`src/rtl/spi_cmd_sequencer.sv`:
```
// SPI command sequencer: decodes command/address bytes from the SPI byte stream and
// drives auto-incrementing writes or pipelined reads on a single-beat req/ack bus.
module spi_cmd_sequencer (
  input  logic       clk,
  input  logic       rst_n,
  input  logic       cs,
  input  logic [7:0] mosi,
  output logic [7:0] miso,
  output logic       bus_req,
  output logic       bus_we,
  output logic [7:0] bus_addr,
  output logic [7:0] bus_wdata,
  input  logic       bus_ack,
  input  logic [7:0] bus_rdata,
  output logic       overrun
);

  typedef enum logic [2:0] {
    S_CMD,
    S_ADDR_WR,
    S_ADDR_RD,
    S_WR_DATA,
    S_RD_DATA,
    S_STATUS,
    S_IGNORE
  } state_t;

  localparam logic [7:0] CMD_WRITE  = 8'h02;
  localparam logic [7:0] CMD_READ   = 8'h03;
  localparam logic [7:0] CMD_STATUS = 8'h05;
  localparam logic [7:0] CMD_CLEAR  = 8'h06;

  state_t     state_q;
  logic [7:0] ptr_q;
  logic [7:0] miso_q;
  logic       req_q;
  logic       we_q;
  logic [7:0] addr_q;
  logic [7:0] wdata_q;
  logic       overrun_q;

  logic       issue_ok;
  logic       ovr_set;
  logic       ovr_clr;
  logic       overrun_d;
  logic [7:0] ptr_inc_d;

  // A new beat may launch when the bus is idle or the pending beat completes now.
  assign issue_ok  = !req_q || bus_ack;
  assign ptr_inc_d = ptr_q + 8'd1;

  always_comb begin
    ovr_set = 1'b0;
    ovr_clr = 1'b0;
    if (!cs) begin
      case (state_q)
        S_CMD:     ovr_clr = (mosi == CMD_CLEAR);
        S_ADDR_RD: ovr_set = !issue_ok;
        S_WR_DATA: ovr_set = !issue_ok;
        S_RD_DATA: ovr_set = !(req_q && bus_ack);
        default:   ovr_set = 1'b0;
      endcase
    end
    // Set wins over clear.
    overrun_d = ovr_set | (overrun_q & ~ovr_clr);
  end

  always_ff @(posedge clk or negedge rst_n) begin
    if (!rst_n) begin
      state_q   <= S_CMD;
      ptr_q     <= 8'h00;
      miso_q    <= 8'h00;
      req_q     <= 1'b0;
      we_q      <= 1'b0;
      addr_q    <= 8'h00;
      wdata_q   <= 8'h00;
      overrun_q <= 1'b0;
    end else begin
      overrun_q <= overrun_d;
      // Completed beats retire here; an issue below overrides this on the same edge.
      if (req_q && bus_ack) begin
        req_q <= 1'b0;
      end
      if (cs) begin
        state_q <= S_CMD;
        miso_q  <= 8'h00;
      end else begin
        case (state_q)
          S_CMD: begin
            miso_q <= 8'h00;
            case (mosi)
              CMD_WRITE:  state_q <= S_ADDR_WR;
              CMD_READ:   state_q <= S_ADDR_RD;
              CMD_STATUS: begin
                state_q <= S_STATUS;
                miso_q  <= {6'b0, req_q, overrun_q};
              end
              default:    state_q <= S_IGNORE;
            endcase
          end
          S_ADDR_WR: begin
            miso_q  <= 8'h00;
            ptr_q   <= mosi;
            state_q <= S_WR_DATA;
          end
          S_ADDR_RD: begin
            miso_q  <= 8'h00;
            ptr_q   <= mosi;
            state_q <= S_RD_DATA;
            if (issue_ok) begin
              req_q  <= 1'b1;
              we_q   <= 1'b0;
              addr_q <= mosi;
            end
          end
          S_WR_DATA: begin
            miso_q <= 8'h00;
            if (issue_ok) begin
              req_q   <= 1'b1;
              we_q    <= 1'b1;
              addr_q  <= ptr_q;
              wdata_q <= mosi;
              ptr_q   <= ptr_inc_d;
            end
          end
          S_RD_DATA: begin
            // Each completed read returns its byte and prefetches the next address.
            if (req_q && bus_ack) begin
              miso_q <= bus_rdata;
              req_q  <= 1'b1;
              we_q   <= 1'b0;
              addr_q <= ptr_inc_d;
              ptr_q  <= ptr_inc_d;
            end
          end
          S_STATUS: begin
            miso_q <= miso_q;
          end
          S_IGNORE: begin
            miso_q <= 8'h00;
          end
          default: begin
            state_q <= S_CMD;
            miso_q  <= 8'h00;
          end
        endcase
      end
    end
  end

  assign miso      = miso_q;
  assign bus_req   = req_q;
  assign bus_we    = we_q;
  assign bus_addr  = addr_q;
  assign bus_wdata = wdata_q;
  assign overrun   = overrun_q;

endmodule

```
`config.mk`:
```
export PLATFORM = sky130hd
export DESIGN_NAME = spi_cmd_sequencer
export DESIGN_NICKNAME = d
export VERILOG_FILES = /design/src/rtl/spi_cmd_sequencer.sv
export SDC_FILE = /design/constraint.sdc
export NUM_CORES = 1
export LEC_CHECK = 0
export BUFFER_PORTS_ARGS = -buffer_cell sky130_fd_sc_hd__buf_2
export CORE_MARGIN = 4
export CORE_UTILIZATION = 45
export CTS_BUF_LIST = sky130_fd_sc_hd__clkbuf_8
export CTS_CLUSTER_SIZE = 25
export DETAILED_ROUTE_END_ITERATION = 8
export HOLD_SLACK_MARGIN = 0.02
export PLACE_DENSITY = 0.68
export SETUP_SLACK_MARGIN = 0.5
export SLEW_MARGIN = 20
export SYNTH_ARGS = -nofsm -noshare
export SYNTH_HDL_FRONTEND = slang
export SYNTH_SLANG_ARGS = --single-unit
```
`constraint.sdc`:
```
create_clock -name clk -period 5.5 [get_ports clk]
set_clock_uncertainty 0.2 [all_clocks]
set_input_delay 0.55 -clock clk [delete_from_list [all_inputs] [get_ports clk]]
set_output_delay 0.55 -clock clk [all_outputs]
set_load 0.05 [all_outputs]
```
Word-level counts from Yosys, hierarchy flattened
Index checks and enable logic that the tools add are counted.

Flip-flop bits (word level): 38. Input port bits: 20. Output and inout port bits: 27. Logic and storage cells: 70.

Reductions and logical operators: 15. Add/sub/neg operators: 1. Mux-type cells: 26. Bitwise logic cells: 4. Equality and inequality tests: 16.

Operator list (count): one-hot mux 8 bit (3 select lines) (3); 2-to-1 mux 8 bit (6); equality test 8 x 2 -> 1 bit (second input constant) (2); equality test 8 x 3 -> 1 bit (second input constant) (2); one-hot mux 3 bit (4 select lines) (1); 2-to-1 mux 1 bit (10); equality test 3 bit (second input constant) (3); one-hot mux 3 bit (3 select lines) (1); adder 8 x 1 -> 8 bit (second input constant) (1); != test 2 bit (second input constant) (4); equality test 3 x 2 -> 1 bit (second input constant) (2); nonzero test 3 bit (2); AND reduction 5 bit (1); one-hot mux 1 bit (2 select lines) (2); AND reduction 4 bit (1); OR reduction 2 bit (2); OR reduction 4 bit (1); equality test 3 x 1 -> 1 bit (second input constant) (1); zero test 1 bit (3); zero test 3 bit (1); 2-to-1 mux 3 bit (1); != test 3 bit (second input constant) (1); one-hot mux 1 bit (3 select lines) (1); AND reduction 3 bit (1); other kinds (8) (9).

Longest topological paths before layout
Gate-level depths: netlist of the first run.

Word-level depth: 6. Gate-level depth with buffers: 7. Mapped depth without buffers: 5.

Least setup slack after synthesis of the first run
Ideal clock, no wire load.

Kind: flip-flop to flip-flop. Start: reg req_q (netlist: bus_req). End: reg addr_q[0] (netlist: bus_addr[0]). Buffers on the path: 1. Arrival: 1.844 ns. Required time: 5.175 ns. Slack: 3.331 ns. Stages on the path, launching flop included: 6. Cells stage by stage: dfrtp_1 > and2b_1 > o32ai_2 > and2_1 > buf_2 > mux2_2.

Cells in the longest elaborated chain, start to end: 4. Elaborated cells on any way between the ends: 7. Classes of those cells: eq/ne (3); reduce/logical (4).

RTL lines: from (decl) (line 36) `logic req_q;`; from (signal assigned) (line 73) `req_q <= 1'b0;`; from (signal assigned) (line 82) `req_q <= 1'b0;`; from (signal assigned) (line 111) `req_q <= 1'b1;`; zero test 1 bit (line 49) `assign issue_ok = !req_q || bus_ack;`; logical OR 1 bit (line 49); != test 2 bit (no source line); AND reduction 5 bit (no source line) *; to (signal assigned) (line 113) `addr_q <= mosi;`; to (signal assigned) (line 121) `addr_q <= ptr_q;`; to (signal assigned) (line 132) `addr_q <= ptr_inc_d;`; to (decl) (line 38) `logic [7:0] addr_q;`.

Mark *: on every way between the ends. The rest lies on a longest branch, timed or not. A chain may end at the register's enable or synchronous reset.

Final worst setup path of the first run
Start: reg state_q[0]. End: reg addr_q[1] (netlist: bus_addr[1]).

Cells in the longest elaborated chain, start to end: 3. Elaborated cells on any way between the ends: 9. Classes of those cells: eq/ne (6); mux (1); reduce/logical (2).

RTL lines: from (decl) (line 33) `state_t state_q;`; from (signal assigned) (line 70) `state_q <= S_CMD;`; from (signal assigned) (line 85) `state_q <= S_CMD;`; from (signal assigned) (line 92) `CMD_WRITE: state_q <= S_ADDR_WR;`; equality test 3 x 2 -> 1 bit / equality test 3 bit (equally long branches) (line 88) `case (state_q)`; != test 2 bit (no source line) / nonzero test 3 bit (equally long branches); AND reduction 5 bit (no source line).

Parallel ways exist; a longest one is shown, timed or not.

==> impl_results.md, run 1 <==
- Die span in x: 76.6 um
- Area delta synth->final: 16.7%
- Int Power: 631 uW
- DRC Markers: 0
- Clk pin slew, worst setup/hold paths: 0.07 ns
- Setup Buffers After CTS: 0
- Power per cell area: 404 nW/um^2
- Post-Synthesis Cells: a little under 200
- Routed wire per std cell: 17.7 um
- Sw Ratio: between 30% and 40%
- Post-synth ARST share: 100%
- All-Layer GR Usage: 18.6%
- H-tree Lvls: 2
- Final setup fails: 0
- Clock share of power: 29.3%
- Fin. Hold Viols: 0
- Max-slew violations: 0
- Grt ovf: 0
- Vias in the first global route: 1,719
- Die H: 76.6 um
- Maximum vdd ir drop: between 0.0002 and 0.00025 V
- Layout Cells excl Fill: about 290
- I/O pin total: 47
- Syn Nets: 216
- Top_reg_cell synth: dfrtp_1
- Core area: roughly 4400 um^2
- Sw power: between 300 and 400 uW
- Gpl congestion: between 0.8 and 0.9
- Total Wirelength: 5040 um
- PortBufs: 46
- Netlist Area Pre-Place: between 2000 and 2500 um^2
- CP top delay family: simple AND/OR/NAND/NOR gates
- Global-route wire length before repair: 8810 um
- Worst Path Required: 5.48 ns
- Largest net degree at the start of global routing: 39
- Die Area: a little under 6000 um^2
- Share of layout cells above drive strength 1: around a third
- Post-CTS Hold Fix Bufs: 0
- Max-cap viol count: 0
- Final antenna-violating net count: 0
- Hold Crit Class: primary input to async pin
- Unique cell type count in the Yosys netlist: 61
- Seq cells post-synth: 38
- Synth warn: 0
- Crit path capture type: flop
- Pleak: 1.12 nW
- Avg Inst Size Synth: 10.9 um^2
- DP Cell Count: around 280
- CP peak stage delay: about 0.56 ns
- Post-layout min period: 2.50 ns
- Worst path bufs/invs: 0
- Tightest Pin Transition: 0.817 ns
- Number of flops mapped to enable cells by yosys: 0
- CTS tree: done
- CP max FO: 20
- Root buffer cell: clkbuf_8
- Fin crit share: 45.4%
- Fmax achieved: ~400 MHz
- Fin Setup TNS: 0 ns
- RSZ-0062 raised after global routing: no
- Crit path DAT: between 2 and 2.5 ns
- Cell breakdown of the critical path: or3b_4, o32ai_2, and2_1, mux2_2
- Clock buffer depth: 2
- Nets: 253
- Status: complete, no violations
- Combinational power share: 31.8%
- Initial antenna violation count: 0
- Num rows: 24
- TritonRoute pass-1 iters: 4
- Drt initial violations: between 200 and 300
- Worst skew pair latency: 0.29 ns
- CTS-repair resized insts: 0
- Clock sinks: 38
- Sequential fraction of design power: 39.0%
- CP Launch Type: flop
- Seq/Total Area, Yosys: between 40 and 50%
- Critical Setup Path Class: flop to flop
- Inserted Clock Buffers: 5
- N_diodes: 0
- CP max stage cell: or3b_4
- Initial Util: 47.6%
- DP HPWL: about 3600 um
- Slew margin rel.: 45.5%
- Via count: about 1,800
- Via-to-Cell Ratio: 6.15
-- final timing paths --
kind / startpoint / endpoint / slack [ns] / cells after the start
min in group clk: bus_rdata[5] / miso[5] / 0.27 / 2
min reg2reg: bus_we / bus_we / 0.28 / 1
max in group asynchronous: rst_n / ptr_q[3] / 4.43 / 1
min: rst_n / ptr_q[5] / 0.15 / 1
max reg2reg: state_q[0] / bus_addr[1] / 3.00 / 4
max: state_q[0] / bus_addr[1] / 3.00 / 4
-- cell families (layout without fill, tap and decap cells) --
group	after synthesis	count (layout)	synth area share, %
buffers and inverters	22	60	5.09
flip-flops	38	38	44.9
adder cells (fa/ha/maj)	1	1	0.591
multiplexers	15	15	7.87
AND/OR/NAND/NOR	41	41	13.6
AO/OA/AOI/OAI	78	78	27.9
-- per-stage QoR --
step / area (um^2) / util (%) / total power [mW] / hold WS (ns) / worst slack (ns)
6_report: 2470 / 55.5 / 0.998 / 0.146 / 3.00
5_1_grt: 2470 / 55.5 / 1.05 / 0.222 / 2.91
4_1_cts: 2470 / 55.5 / 1.01 / 0.180 / 3.06
3_5_place_dp: 2330 / 52.3 / 0.711 / 0.266 / 3.05
3_3_place_gp: 2330 / 52.3 / 0.708 / 0.263 / 3.12
2_1_floorplan: 2120 / - / 0.633 / 0.0544 / 3.33
-- cells in the final DEF, fill, tap and decap left out, types with 3 or more instances in the layout --
cell type / netlist / layout
buf_2: 5 / 46
o21ai_0: 11 / 11
a221o_1: 4 / 4
dfrtp_1: 38 / 38
a211oi_1: 3 / 3
o211ai_1: 4 / 4
mux2_1: 3 / 3
nand2_1: 6 / 6
a21oi_1: 11 / 11
inv_1: 6 / 6
a31oi_1: 4 / 4
a2bb2oi_1: 6 / 6
clkbuf_8: 0 / 6
mux2_2: 10 / 10
a21o_1: 3 / 3
a22o_1: 8 / 8
nand3_1: 6 / 6
a221oi_1: 5 / 5
o31a_1: 3 / 3
-- final cells by class --
class / instances / area, um^2
multi-input cells: 135 / 1060
repair buffers: 46 / 230
inverters: 6 / 22.5
flip-flops and latches: 38 / 951
well taps: 52 / 65.1
clock buffers: 6 / 82.6
clock inverters: 2 / 60.1
fillers: 395 / 1980
-- per-layer routing --
| metal | vias up | wire (um) | global-route usage, % |
|---|---|---|---|
| met4 | 0 | 84 | 7.61 |
| li1 | 840 | - | - |
| met3 | 7 | 341 | 4.61 |
| met1 | 840 | 2400 | 26.9 |
| met2 | 65 | 2220 | 26.4 |
| met5 | - | 0 | 0 |
-- worst reg2reg max path: stages (launching register included) --
cell	delay, ns
dfrtp_1	0.54
or3b_4	0.56
o32ai_2	0.24
and2_1	0.45
mux2_2	0.39
-- Yosys cell counts, drive strengths merged, types with 3 or more instances --
| cell type | instances | area, um^2 |
|---|---|---|
| nor2 | 3 | 13.8 |
| o31a | 3 | 26.3 |
| buf | 9 | 58.8 |
| o21ai | 12 | 63.8 |
| mux2 | 13 | 146 |
| a21o | 3 | 22.5 |
| o211ai | 4 | 30.0 |
| clkbuf | 7 | 26.3 |
| a21oi | 12 | 63.8 |
| inv | 6 | 22.5 |
| a22o | 8 | 70.1 |
| a31oi | 4 | 25.0 |
| dfrtp | 38 | 951 |
| and3 | 3 | 23.8 |
| nand3 | 6 | 30.0 |
| nor3b | 3 | 33.8 |
| a211oi | 4 | 35.0 |
| a221oi | 5 | 43.8 |
| nand2 | 6 | 22.5 |
| a221o | 4 | 40.0 |
| nor3 | 4 | 36.3 |
| a2bb2oi | 6 | 52.6 |
-- registers in the layout, summed over array words and instances (netlist names) --
name / flops
bus_req: 1
state_q: 3
bus_addr: 8
overrun: 1
bus_wdata: 8
miso: 8
bus_we: 1
ptr_q: 8
-- power by group through the flow --
| stage | Sequential [mW] | Clock, mW | Combinational, mW |
|---|---|---|---|
| 2_1_floorplan | 0.484 | 0 | 0.149 |
| 3_5_place_dp | 0.393 | 0 | 0.318 |
| 3_3_place_gp | 0.393 | 0 | 0.315 |
| 4_1_cts | 0.388 | 0.301 | 0.318 |
| 5_1_grt | 0.399 | 0.311 | 0.340 |
| 6_report | 0.389 | 0.292 | 0.317 |
Power figures use the tool's default switching activity.
==> inputs of run 2 (changes only) <==
clock period = 2.4 ns   (was 5.5 ns; I/O delays follow)
==> impl_results.md, run 2 (same netlist as run 1, synthesis figures left out) <==
- Drt initial violations: 209 (-19%)
- Pleak: 1.25 nW (+12%)
- Global-route wire length before repair: 9360 um (+6.2%)
- H-tree Lvls: 2 (unchanged)
- Final Total Pwr: 2.28 mW (+130%)
- Final antenna-violating net count: 0 (unchanged)
- Clock buffer depth: 2 (unchanged)
- Hold Crit Class: primary input to flop
- Clock sinks: 38 (unchanged)
- Core area: 4440 um^2 (unchanged)
- Via count: 1,911 (+9.1%)
- Area delta synth->final: 29.5%
- Power per cell area: 831 nW/um^2 (+110%)
- Most frequent cells in the layout: 46 x buf_2, 37 x dfrtp_1, 13 x buf_4
- Status: complete, no violations
- Int Power: 1.38 mW (+120%)
- Sw power: 895 uW (+140%)
- Min setup slack post-route: 0.431 ns (-2.57 ns)
- Gpl congestion: 0.879 (+1.8%)
- Pre-CTS WS: 0.325 ns (-2.73 ns)
- Fillers: 386 (-2.3%)
- DP Cell Count: 285 (+2.9%)
- CTS tree: done
- Combinational power share: 37.0% (+5.2 points)
- Sequential fraction of design power: 39.1% (about the same)
- N_diodes: 0 (unchanged)
- Crit path capture type: flop
- Critical Setup Path Class: flop to flop
- Hold slack: 0.0315 ns (-0.114 ns)
- DRC Markers: 0 (unchanged)
- Root buffer cell: clkbuf_8
- Initial antenna violation count: 0 (unchanged)
- Die Area: 5860 um^2 (unchanged)
- Crit path DAT: 1.95 ns (-0.53 ns)
- Fin area: 2740 um^2 (+11%)
- Nets: 278 (+9.9%)
- Max-slew violations: 0 (unchanged)
- Worst Path Required: 2.38 ns (-3.10 ns)
- Final setup fails: 0 (unchanged)
- Max-cap viol count: 0 (unchanged)
- Inserted Clock Buffers: 5 (unchanged)
- Placed Area: 2420 um^2 (+4.0%)
- Routed wire per std cell: 18.2 um (+2.9%)
- Share of layout cells above drive strength 1: 40.7% (+7.7 points)
- PortBufs: 46 (unchanged)
- Fmax achieved: 508 MHz (+27%)
- Slew margin rel.: 44.1% (-1.5 points)
- Post-layout min period: 1.97 ns (-0.529 ns)
- Tightest Pin Transition: 0.839 ns (+0.0220 ns)
- DP HPWL: 3700 um (+4.3%)
- RSZ-0062 raised after global routing: yes
- Fin crit share: 82.1% (+37 points)
- Clk pin slew, worst setup/hold paths: 0.08 ns (about the same)
- Die span in x: 76.6 um (unchanged)
- Clock share of power: 23.9% (-5.4 points)
- Vias in the first global route: 1,825 (+6.2%)
- All-Layer GR Usage: 19.6% (+1.0 points)
- Num rows: 24 (unchanged)
- Fin Setup TNS: 0 ns (unchanged)
- Grt ovf: 0 (unchanged)
- Worst skew pair latency: 0.30 ns (about the same)
- Most common cell after layout, fill and taps aside: buf_2
- Via-to-Cell Ratio: 6.16 (+0.28%)
- CP Launch Type: flop
- I/O pin total: 47 (unchanged)
- CP max FO: 6 (-70%)
- Total Wirelength: 5640 um (+12%)
- Layout Cells excl Fill: 310 (+8.8%)
- Initial Util: 47.6% (unchanged)
- Fin. Hold Viols: 0 (unchanged)
- Maximum vdd ir drop: 0.000406 V (+74%)
- Sw Ratio: 39.3% (+2.5 points)
- Die H: 76.6 um (unchanged)
- Final core occ: 61.7% (+6.1 points)
- TritonRoute pass-1 iters: 4 (unchanged)
- Largest net degree at the start of global routing: 39 (unchanged)
==> run 2: cell types whose count changed in the layout (fill, tap and decap cells not counted), moves of 2 or more <==
cell and change:
buf_4 +13, dlygate4sd3_1 +8, mux2_2 -5, mux2_4 +5, buf_6 +3, a21oi_1 -2, and3_1 -2, and3_2 +2
clkinv_2 +2
==> run 2: cell type report <==
| type | count | area [um^2] | share of cell area (%) |
|---|---|---|---|
| inverters | 6 | 22.5 | 0.822 |
| repair buffers | 71 | 462 | 16.8 |
| multi-input cells | 135 | 1130 | 41.2 |
| well taps | 52 | 65.1 | 2.37 |
| clock buffers | 5 | 68.8 | 2.51 |
| flip-flops and latches | 38 | 952 | 34.7 |
| clock inverters | 3 | 40.0 | 1.46 |
==> run 2: timing repair <==
action                     4_1_cts  5_1_grt
gates resized for setup          7       11
hold buffers                     8        0
buffers inserted                 7        2
hold endpoints to repair        45        0
pin swaps                        2        4
setup endpoints to repair       24       21
==> run 2: routing by layer <==
metal / wire length [um] / part of all wire (%) / track usage, % / vias to the layer above
met3: 372 / 6.6 / 5.08 / 8
li1: - / - / - / 893
met5: 0 / 0 / 0 / -
met4: 75 / 1.3 / 5.43 / 0
met2: 2550 / 45 / 28.3 / 74
met1: 2650 / 47 / 28.9 / 936
==> run 2: power by group through the flow <==
| stage | sequential, mW | combinational, mW | clock [mW] |
|---|---|---|---|
| after floorplan | 1.11 | 0.372 | 0 |
| after global placement | 0.893 | 0.775 | 0 |
| after detailed placement | 0.897 | 0.777 | 0 |
| after CTS | 0.887 | 0.809 | 0.554 |
| after global routing | 0.912 | 0.891 | 0.579 |
| final | 0.891 | 0.842 | 0.544 |
==> run 2: critical path, cell delays in order, from the launching register on <==
cell     delay, ns
dfrtp_1       0.38
or3b_4        0.42
buf_12        0.15
and3_4        0.16
a221o_1       0.28
mux2_4        0.26
==> run 2: path summary, 6_finish.rpt <==
check | end | slack, ns | depth (start not counted) | startpoint
max in group asynchronous | bus_req | 1.05 | 2 | rst_n
max reg2reg | bus_addr[1] | 0.43 | 5 | state_q[1]
min reg2reg | bus_wdata[6] | 0.29 | 1 | bus_wdata[6]
min in group asynchronous | bus_addr[0] | 0.37 | 2 | rst_n
max | bus_addr[1] | 0.43 | 5 | state_q[1]
min | bus_wdata[3] | 0.03 | 2 | mosi[3]
==> inputs of run 3 (changes only) <==
clock period = 1.89 ns   (was 2.4 ns; I/O delays follow)
==> impl_results.md, run 3 (same netlist as run 1, synthesis figures left out) <==
- Status: finished with violations
- Failing checks: setup timing
- RSZ-0062 raised after global routing: yes
- DRC Markers: 0 (unchanged)
- Routed wire per std cell: 18.4 um (+0.90%)
- Final core occ: 71.8% (+10 points)
- Sequential fraction of design power: 37.1% (-2.0 points)
- Worst skew pair latency: 0.30 ns (about the same)
- Crit path capture type: flop
- CP Launch Type: flop
- Power per cell area: 928 nW/um^2 (+12%)
- Multi-input gate area: 1270 um^2 (+13%)
- Die H: 76.6 um (unchanged)
- Sw Ratio: 40.0% (+0.73 points)
- Cell breakdown of the critical path: or3b_4, o32ai_4, and2_4, buf_12, mux2_4
- Sw power: 1.19 mW (+32%)
- Maximum vdd ir drop: 0.000513 V (+26%)
- DP HPWL: 4230 um (+14%)
- Die Area: 5860 um^2 (unchanged)
- Most common cell after layout, fill and taps aside: buf_2
- Tightest Pin Transition: 0.418 ns (-0.421 ns)
- Fin area: 3190 um^2 (+16%)
- Slew margin rel.: 72.2% (+28 points)
- Combinational power share: 42.4% (+5.4 points)
- Via count: 2,037 (+6.6%)
- Fmax achieved: 523 MHz (+3.0%)
- Initial antenna violation count: 0 (unchanged)
- CP peak stage delay: 0.45 ns (+0.03 ns)
- Largest net degree at the start of global routing: 23 (-41%)
- Clock buffer depth: 2 (unchanged)
- Int Power: 1.77 mW (+28%)
- Fin. Hold Viols: 0 (unchanged)
- Via-to-Cell Ratio: 6.03 (-2.2%)
- Hold slack: 0.0353 ns (+0.00377 ns)
- Final Total Pwr: 2.96 mW (+30%)
- I/O pin total: 47 (unchanged)
- Max-cap viol count: 0 (unchanged)
- CTS tree: done
- CP top delay family: simple AND/OR/NAND/NOR gates
- Core area: 4440 um^2 (unchanged)
- Drt initial violations: 230 (+10%)
- Global-route wire length before repair: 10,300 um (+10%)
- Most frequent cells in the layout: 42 x buf_2, 37 x dfrtp_1, 28 x buf_4
- Placed Area: 2730 um^2 (+13%)
- Critical Setup Path Class: flop to flop
- Clock share of power: 20.5% (-3.4 points)
- Nets: 306 (+10%)
- Num rows: 24 (unchanged)
- CP max stage cell: or3b_4
- Hold Crit Class: primary input to flop
- Inserted Clock Buffers: 5 (unchanged)
- Pleak: 1.44 nW (+15%)
- Vias in the first global route: 2,096 (+15%)
- H-tree Lvls: 2 (unchanged)
- Final antenna-violating net count: 0 (unchanged)
- Share of layout cells above drive strength 1: 49.7% (+9.0 points)
- CP max FO: 5 (-1)
- DP Cell Count: 309 (+8.4%)
- Register area: 952 um^2 (unchanged)
- Post-layout min period: 1.91 ns (-0.0580 ns)
- Worst Path Required: 1.87 ns (-0.51 ns)
- Initial Util: 47.6% (unchanged)
- Area delta synth->final: 50.7%
- Crit path DAT: 1.89 ns (-0.06 ns)
- Root buffer cell: clkbuf_8
- Clock sinks: 38 (unchanged)
- Gpl congestion: 0.817 (-7.0%)
- N_diodes: 0 (unchanged)
- Clk pin slew, worst setup/hold paths: 0.08 ns (about the same)
- Layout Cells excl Fill: 338 (+9.0%)
- Die span in x: 76.6 um (unchanged)
- PortBufs: 46 (unchanged)
- Worst path bufs/invs: 1 (unchanged)
- Min setup slack post-route: -0.0214 ns (-0.452 ns)
- Total Wirelength: 6210 um (+10%)
- All-Layer GR Usage: 21.9% (+2.3 points)
- TritonRoute pass-1 iters: 4 (unchanged)
- Max-slew violations: 0 (unchanged)
- Grt ovf: 0 (unchanged)
- Fillers: 316 (-18%)
- Fin crit share: 101% (+19 points)
- Final setup fails: 6 (+6)
[run 3: cell types whose count changed in the layout (fill, tap and decap cells not counted), sizes merged]
cell         previous run  this run
inv                     6         7
clkinvlp                0         1
clkbuf                  5         7
clkinv                  2         0
bufinv                  1         0
dlygate4sd3             8        13
buf                    63        85
[run 3: layout make-up]
type | count | share of cell area, %
flip-flops and latches | 38 | 29.9
repair buffers | 99 | 24.4
multi-input cells | 135 | 39.9
well taps | 52 | 2.04
clock buffers | 6 | 2.59
clock inverters | 2 | 0.510
inverters | 6 | 0.706
[run 3: stage by stage]
| stage | worst slack [ns] | setup TNS, ns |
|---|---|---|
| 3_5_place_dp | -0.0575 | -0.274 |
| 6_report | -0.0214 | -0.0961 |
| 3_3_place_gp | -0.0115 | -0.0551 |
| 4_1_cts | 0.00428 | 0 |
| 2_1_floorplan | -0.128 | -1.65 |
| 5_1_grt | -0.0577 | -0.339 |
[run 3: power groups by stage]
| stage | sequential, mW | clock [mW] | combinational [mW] |
|---|---|---|---|
| after floorplan | 1.41 | 0 | 0.499 |
| after global placement | 1.11 | 0 | 1.13 |
| after detailed placement | 1.11 | 0 | 1.14 |
| after CTS | 1.10 | 0.616 | 1.21 |
| after global routing | 1.13 | 0.663 | 1.33 |
| final | 1.10 | 0.608 | 1.25 |
[run 3: path summary, 6_finish.rpt]
| path | endpoint | slack (ns) | startpoint | cells past startpoint |
|---|---|---|---|---|
| max | bus_addr[1] | -0.02 | state_q[0] | 5 |
| min | bus_wdata[1] | 0.04 | mosi[1] | 2 |
| max reg2reg | bus_addr[1] | -0.02 | state_q[0] | 5 |
| min reg2reg | bus_we | 0.30 | bus_we | 1 |
| max in group asynchronous | bus_wdata[7] | 0.89 | rst_n | 3 |
| min in group asynchronous | ptr_q[2] | 0.15 | rst_n | 2 |
[run 3: timing repair]
item,4_1_cts,5_1_grt
hold buffers,13,0
cloned,1,0
pin swaps,7,7
gates resized for setup,24,10
endpoints found under the setup margin,38,40
endpoints found under the hold margin,52,0
buffers inserted,5,2
[run 3: per-layer routing]
layer | GRT usage, % | wire, um | vias to the layer above
met3 | 5.08 | 451 | 16
met1 | 27.9 | 2600 | 980
met4 | 9.42 | 142 | 0
met5 | 0 | 0 | -
li1 | - | - | 943
met2 | 35.5 | 3020 | 98
